## src/rtl/ps2_kbd_pkg.sv

```systemverilog
// Shared constants for the PS/2 keyboard receiver: frame layout, counter width
// and common scan codes, plus the frame validity rule.
package ps2_kbd_pkg;

    localparam int unsigned FRAME_BITS   = 11;
    localparam int unsigned BIT_START    = 0;
    localparam int unsigned BIT_DATA_LSB = 1;
    localparam int unsigned BIT_PARITY   = 9;
    localparam int unsigned BIT_STOP     = 10;
    localparam int unsigned CNT_W        = $clog2(FRAME_BITS);

    localparam logic [7:0] SC_BREAK = 8'hF0;
    localparam logic [7:0] SC_KEY_A = 8'h1C;
    localparam logic [7:0] SC_KEY_S = 8'h1B;

    // Start low, stop high, odd parity over data plus parity bit.
    function automatic logic frame_ok(input logic [FRAME_BITS-2:0] bits, input logic stop);
        return !bits[BIT_START] && stop && (^bits[BIT_PARITY:BIT_DATA_LSB]);
    endfunction

endpackage

```

## src/rtl/ps2_kbd_fifo.sv

```systemverilog
// Scan-code FIFO: circular buffer with an extra pointer MSB for full/empty,
// head entry presented combinationally.
module ps2_kbd_fifo
    import ps2_kbd_pkg::*;
#(
    parameter int unsigned DEPTH = 8
) (
    input  logic       clk,
    input  logic       rst,
    input  logic       i_push,
    input  logic       i_pop,
    input  logic [7:0] i_wdata,
    output logic [7:0] o_rdata,
    output logic       o_full,
    output logic       o_empty
);

    localparam int unsigned AW = $clog2(DEPTH);

    logic [AW:0] r_wr;
    logic [AW:0] r_rd;
    logic [7:0]  r_mem [DEPTH];
    logic        w_full;
    logic        w_empty;

    assign w_empty = (r_wr == r_rd);
    assign w_full  = (r_wr[AW] != r_rd[AW]) && (r_wr[AW-1:0] == r_rd[AW-1:0]);

    always_ff @(posedge clk) begin
        if (rst) begin
            r_wr <= '0;
            r_rd <= '0;
            for (int i = 0; i < int'(DEPTH); i++) begin
                r_mem[i] <= 8'h00;
            end
        end else begin
            if (i_push && !w_full) begin
                r_mem[r_wr[AW-1:0]] <= i_wdata;
                r_wr                <= r_wr + (AW+1)'(1);
            end
            if (i_pop && !w_empty) begin
                r_rd <= r_rd + (AW+1)'(1);
            end
        end
    end

    assign o_rdata = r_mem[r_rd[AW-1:0]];
    assign o_full  = w_full;
    assign o_empty = w_empty;

endmodule

```

## src/rtl/ps2_kbd_rx.sv

```systemverilog
// PS/2 keyboard receiver: synchronises the PS/2 lines, deserialises 11-bit frames
// and queues valid scan codes. Optional partial-frame timeout: PS2_KBD_TIMEOUT_EN.
module ps2_kbd_rx
    import ps2_kbd_pkg::*;
#(
    parameter int unsigned FIFO_DEPTH     = 8,
    parameter int unsigned TIMEOUT_CYCLES = 50000
) (
    input  logic       clk,
    input  logic       rst,
    input  logic       ps2_clk,
    input  logic       ps2_data,
    input  logic       nextdata_n,
    output logic [7:0] data,
    output logic       ready,
    output logic       overflow
);

    if (FIFO_DEPTH < 2 || (FIFO_DEPTH & (FIFO_DEPTH - 1)) != 0 || TIMEOUT_CYCLES < 1) begin : g_bad_param
        $error("ps2_kbd_rx: FIFO_DEPTH must be a power of two >= 2 and TIMEOUT_CYCLES >= 1");
    end

    logic [2:0]            r_clk_sync;
    logic [1:0]            r_data_sync;
    logic [CNT_W-1:0]      r_cnt;
    logic [FRAME_BITS-2:0] r_buf;
    logic                  r_overflow;

    logic       w_fe;
    logic       w_bit;
    logic       w_last;
    logic       w_frame_ok;
    logic       w_abort;
    logic       w_full;
    logic       w_empty;
    logic [7:0] w_head;

    always_ff @(posedge clk) begin
        if (rst) begin
            r_clk_sync  <= '1;
            r_data_sync <= '1;
        end else begin
            r_clk_sync  <= {r_clk_sync[1:0], ps2_clk};
            r_data_sync <= {r_data_sync[0], ps2_data};
        end
    end

    assign w_fe       = r_clk_sync[2] & ~r_clk_sync[1];
    assign w_bit      = r_data_sync[1];
    assign w_last     = (r_cnt == CNT_W'(BIT_STOP));
    assign w_frame_ok = w_fe && w_last && frame_ok(r_buf, w_bit);

`ifdef PS2_KBD_TIMEOUT_EN
    localparam int unsigned IDLE_W = $clog2(TIMEOUT_CYCLES + 1);

    logic [IDLE_W-1:0] r_idle;

    // Idle counter saturates at the limit so the abort condition stays stable.
    always_ff @(posedge clk) begin
        if (rst || w_fe) begin
            r_idle <= '0;
        end else if (r_idle != IDLE_W'(TIMEOUT_CYCLES)) begin
            r_idle <= r_idle + IDLE_W'(1);
        end
    end

    assign w_abort = (r_cnt != '0) && (r_idle == IDLE_W'(TIMEOUT_CYCLES));
`else
    assign w_abort = 1'b0;
`endif

    always_ff @(posedge clk) begin
        if (rst) begin
            r_cnt <= '0;
            r_buf <= '0;
        end else if (w_fe) begin
            if (w_last) begin
                r_cnt <= '0;
            end else begin
                r_buf[r_cnt] <= w_bit;
                r_cnt        <= r_cnt + CNT_W'(1);
            end
        end else if (w_abort) begin
            r_cnt <= '0;
            r_buf <= '0;
        end
    end

    // Full is judged on pre-cycle pointers, so a same-cycle pop does not save the byte.
    always_ff @(posedge clk) begin
        if (rst) begin
            r_overflow <= 1'b0;
        end else if (w_frame_ok && w_full) begin
            r_overflow <= 1'b1;
        end
    end

    ps2_kbd_fifo #(
        .DEPTH (FIFO_DEPTH)
    ) u_fifo (
        .clk     (clk),
        .rst     (rst),
        .i_push  (w_frame_ok),
        .i_pop   (!nextdata_n),
        .i_wdata (r_buf[BIT_PARITY-1:BIT_DATA_LSB]),
        .o_rdata (w_head),
        .o_full  (w_full),
        .o_empty (w_empty)
    );

    assign data     = w_head;
    assign ready    = !w_empty;
    assign overflow = r_overflow;

endmodule

```

## config.mk

```make
export PLATFORM = sky130hd
export DESIGN_NAME = ps2_kbd_rx
export DESIGN_NICKNAME = d
export VERILOG_FILES = /design/src/rtl/ps2_kbd_pkg.sv /design/src/rtl/ps2_kbd_fifo.sv /design/src/rtl/ps2_kbd_rx.sv
export SDC_FILE = /design/constraint.sdc
export NUM_CORES = 1
export LEC_CHECK = 0
export ABC_AREA = 1
export BUFFER_PORTS_ARGS = -buffer_cell sky130_fd_sc_hd__buf_2
export CAP_MARGIN = 20
export CORE_UTILIZATION = 30
export CTS_CLUSTER_DIAMETER = 80
export DETAILED_ROUTE_END_ITERATION = 10
export GPL_TIMING_DRIVEN = 0
export PLACE_DENSITY = 0.52
export SYNTH_ARGS = -nofsm -noshare
export SYNTH_HDL_FRONTEND = slang
export SYNTH_SLANG_ARGS = --single-unit
```

## constraint.sdc

```tcl
create_clock -name clk -period 3.2 [get_ports clk]
set_input_delay 0.64 -clock clk [delete_from_list [all_inputs] [get_ports clk]]
set_output_delay 0.64 -clock clk [all_outputs]
set_load 0.01 [all_outputs]
```

Word level (Yosys, flattened, before mapping) --
Memories as Yosys holds them, arrays and structs flattened. A register that Yosys moved wholly into a read port is not among the register bits. Cells that the tools add are included.
Word-level totals: register bits after elaboration 28, memory bits (writable) 64, output and inout port bits 10, logic and storage cells 50, memories 1
Memory list:
- u_fifo.r_mem | words 8, width 8, read ports 1, clocked after memory_dff 1, write ports 8, line ps2_kbd_fifo.sv:22 | logic [7:0] r_mem [DEPTH];
Operators by class: add/subtract/negate cells 3, magnitude comparators 2, eq/ne operators 4, mux-type cells 14, bitwise gates (word level) 3, reduce and logical (&&, ||, !) cells 16
Operators by type and width (count):
- $add 4x1->4 const B | 3
- $bwmux 10 | 1
- $logic_and 1x1->1 | 9
- $mux 3 | 3
- $reduce_xor 9->1 | 1
- $mux 8 | 1
- $reduce_or 8->1 | 1
- $mux 1 | 7
- $lt 4x5->1 const B | 1
- $demux 1 s4 | 1
- $eq 4x4->1 | 1
- $eq 4x4->1 const B | 1
- $ge 4x1->1 const B | 1
- $logic_not 1->1 | 4
- $mux 4 | 1
- $eq 3x3->1 | 1
- $not 1->1 | 2
- $reduce_and 2->1 | 1
- $and 1x1->1 | 1
- $ne 1x1->1 | 1

Longest topological paths before layout --
depth in word-level cells 10, gate-level depth with buffers 13, mapped depth without buffers 12

Modules after synthesis --
From an unflattened synthesis, not the netlist that was laid out.
Unflattened totals: cells, all modules 515, area, all modules 4423.0 um^2
By module, submodules not included:
- ps2_kbd_fifo | times used 1, cells each 379, area an instance 3468.3 um^2
- ps2_kbd_rx | times used 1, cells each 136, area an instance 954.7 um^2

Least setup slack after synthesis --
Ideal clock, no wire load.
path kind register to register, start register r_buf[4], end memory u_fifo.r_mem[2][0] (enable), setup time 329 ps, arrival time 1652 ps, setup slack 1219 ps, stages on the path, launching flop included 14, buffers on the path 1, cells stage by stage dfxtp_1 > inv_2 > buf_6 > nand2_1 > nand2_1 > nand2_1 > nand2_1 > nand2_2 > nand2_2 > nand2_4 > nand3_4 > nor2_8 > nand3_4 > nand2_1
RTL lines:
- start, declared | line ps2_kbd_rx.sv:26 | logic [FRAME_BITS-2:0] r_buf;
- start signal, assigned by index | line ps2_kbd_rx.sv:80 | r_buf[r_cnt] <= w_bit;
- end, declared | line ps2_kbd_fifo.sv:22

==> out/qor.txt <==
Status: finished, final reports clean
Final Hold Fails: 0
Via count: 3,295
Syn_area_per_cell: 9.13 µm²
Vias in the first global route: 3,289
Slowest stage cell on the critical path: dfxtp_1
Final ANT Viol Nets: 0
Slew HR: 0.525
RSZ-0062 raised after global routing: false
TritonCTS clock tree: built
Total GRT Usage: 0.138
GR Overflow Total: 0
Fin crit share: 0.826
Largest net degree at the start of global routing: 17
Most used flip-flop cell after synthesis: edfxtp_1
Layout cells sized above 1: 0.187
Starting Density: 0.310
Num ports: 15
Critical path peak fanout: 10
Syn Std Cell Area: 4520 µm²
Fillers: 1,485
WL/cell: 14.3 µm
# resized after CTS: 0
Design Area, Final: 5090 µm²
Register area share after synthesis: 0.563
Post-DP HPWL: 7.57 mm
Most frequent cells in the layout: nor2_1 (105), nand2_1 (70), edfxtp_1 (64)
Total power: 2.59 mW
Post-synth EDFFs: 64
Port Buffers: 14
Post-CTS Hold Buffers: 0
Syn-to-layout area delta: 12.7%
Setup tns final: 0 ns
Synth top area share: 0.425
# H-tree levels: 3
Clock buffer depth: 2
Initial antenna violation count: 0
Worst skew pair latency: 0.34 ns
Synth top area cells: edfxtp_1 (43%), dfxtp_1 (14%), nor2_1 (8.7%)
Drt pass-1 iters: 4
Postcts setup bufs: 0
DR vias/cell: 4.65
Clk root buf: clkbuf_16
Worst vdd ir: 0.000256 V
Die area: 15,600 µm²
Post-synth top area cell: edfxtp_1
Core box area: 14,600 µm²
Clock skew: 0.00853 ns
Final setup vio count: 0
Async set-or-reset flop fraction in the synthesized netlist: 0
Height of the chip: 125 µm
Worst Tran Pin Value: 0.712 ns
1st-iter DRT viols: 320
Cells after DPL: 693
Synth Register Bits: 95
DR DRC count: 0
FF/Latch Area: 2540 µm²
CTS sink count: 95
WL final: 10.1 mm
Tmin final: 2.64 ns
First-pass GRT wire length: 16.7 mm
Clock Pin Slew Worst Setup and Hold Paths: 0.06 ns
Most common cell after layout, fill and taps aside: nor2_1
Family with the most delay on the worst path: compound AO/OA/AOI/OAI gates
Cells after synthesis: 495
P per Cell Area: 509 nW/µm²
Setup crit start kind: flop
Die width: 125 µm
Final core occ: 0.349
CP required: 2.56 ns
Syn nets: 502
Nets: 527
Critical path buffers and inverters: 2
Crit path DAT: 2.00 ns
YS warnings: 0
Fin. max-slew vios: 0
P_leak: 1.84 nW
Min-Delay Path Class: flop to flop
Non-filler instance count after layout: 709
CP endpoint kind: output port
Slowest stage delay, CP: 0.47 ns
Footprint of the multi-input gates: 1720 µm²
Post-synth cell types: 30
Max_cap viols: 0
Routability cong.: 0.772
Post-DP Area: 4820 µm²
FMAX: 378 MHz
Rows: 44
Ant. Diodes: 0
Critical-path cell list: clkbuf_1 -> o21ai_0 -> o22ai_1 -> nor2_1 -> a31oi_1 -> buf_2
Cts bufs inserted: 9
WS Path Type: flop to output port
[metal layers]
metal	track usage	vias to the layer above	routed length (µm)
met5	0	-	0
met2	0.224	70	4580
met3	0.0279	11	408
li1	-	1705	-
met4	0.0532	0	215
met1	0.179	1509	4910
[cells in the mapped netlist (4+ instances only)]
cell type / count
buf_6: 5
nor2_2: 34
nand3_1: 7
a31oi_1: 10
nand3_4: 5
inv_1: 30
nor3_1: 14
nor2_1: 105
a21oi_1: 14
clkbuf_1: 13
edfxtp_1: 64
or2_2: 4
nand2_1: 70
inv_2: 8
o22ai_1: 8
nand2_2: 6
o21ai_0: 45
nand4_1: 4
dfxtp_1: 31
[stage by stage]
| step | worst slack, ns | hold WS [ns] |
|---|---|---|
| finish | 0.556 | 0.405 |
| global route | 0.345 | 0.414 |
| CTS | 0.520 | 0.411 |
| detailed placement | 0.795 | 0.395 |
| global placement | 0.824 | 0.394 |
| floorplan | 1.22 | 0.389 |
[state kept, by name, indices dropped and copies added (netlist names), named ones only]
name          count
u_fifo.r_mem     64
r_data_sync       2
u_fifo.r_wr       4
u_fifo.r_rd       4
r_buf            10
r_clk_sync        3
r_cnt             4
overflow          1
[cells by family after synthesis]
logic type	count (synthesis)	share of synthesized area
AOI/OAI and AO/OA	79	0.0939
xor gates and xnor gates	4	0.00776
adders and majority gates	2	0.00554
buffers and inverters	58	0.0570
DFF	95	0.563
and+or+nand+nor	257	0.273
[worst paths after layout]
path                            slack, ns                          endpoint                       from  cells after the start
worst max-delay path                 0.56                           data[2]                       flop                      6
worst min-delay path                 0.40         r_data_sync[1]$_SDFF_PP1_  r_data_sync[0]$_SDFF_PP1_                      1
worst max register to register       0.84  u_fifo.r_mem[6][7]$_SDFFCE_PN0P_      r_buf[3]$_SDFFE_PP0P_                     11
worst min register to register       0.40         r_data_sync[1]$_SDFF_PP1_  r_data_sync[0]$_SDFF_PP1_                      1
[power breakdown]
group / leakage (nW) / internal [mW] / switching [mW]
Combinational: 0.802 / 0.0740 / 0.153
Sequential: 0.905 / 1.35 / 0.0228
Clock: 0.133 / 0.532 / 0.465
[final cells by class]
cell class / count / area share
clock buffers: 10 / 0.0450
flip-flops and latches: 95 / 0.499
inverters: 38 / 0.0280
multi-input cells: 342 / 0.337
well taps: 184 / 0.0452
plain buffers: 20 / 0.0226
repair buffers: 14 / 0.0138
clock inverters: 6 / 0.00860
(Power assumes the default switching activity.)
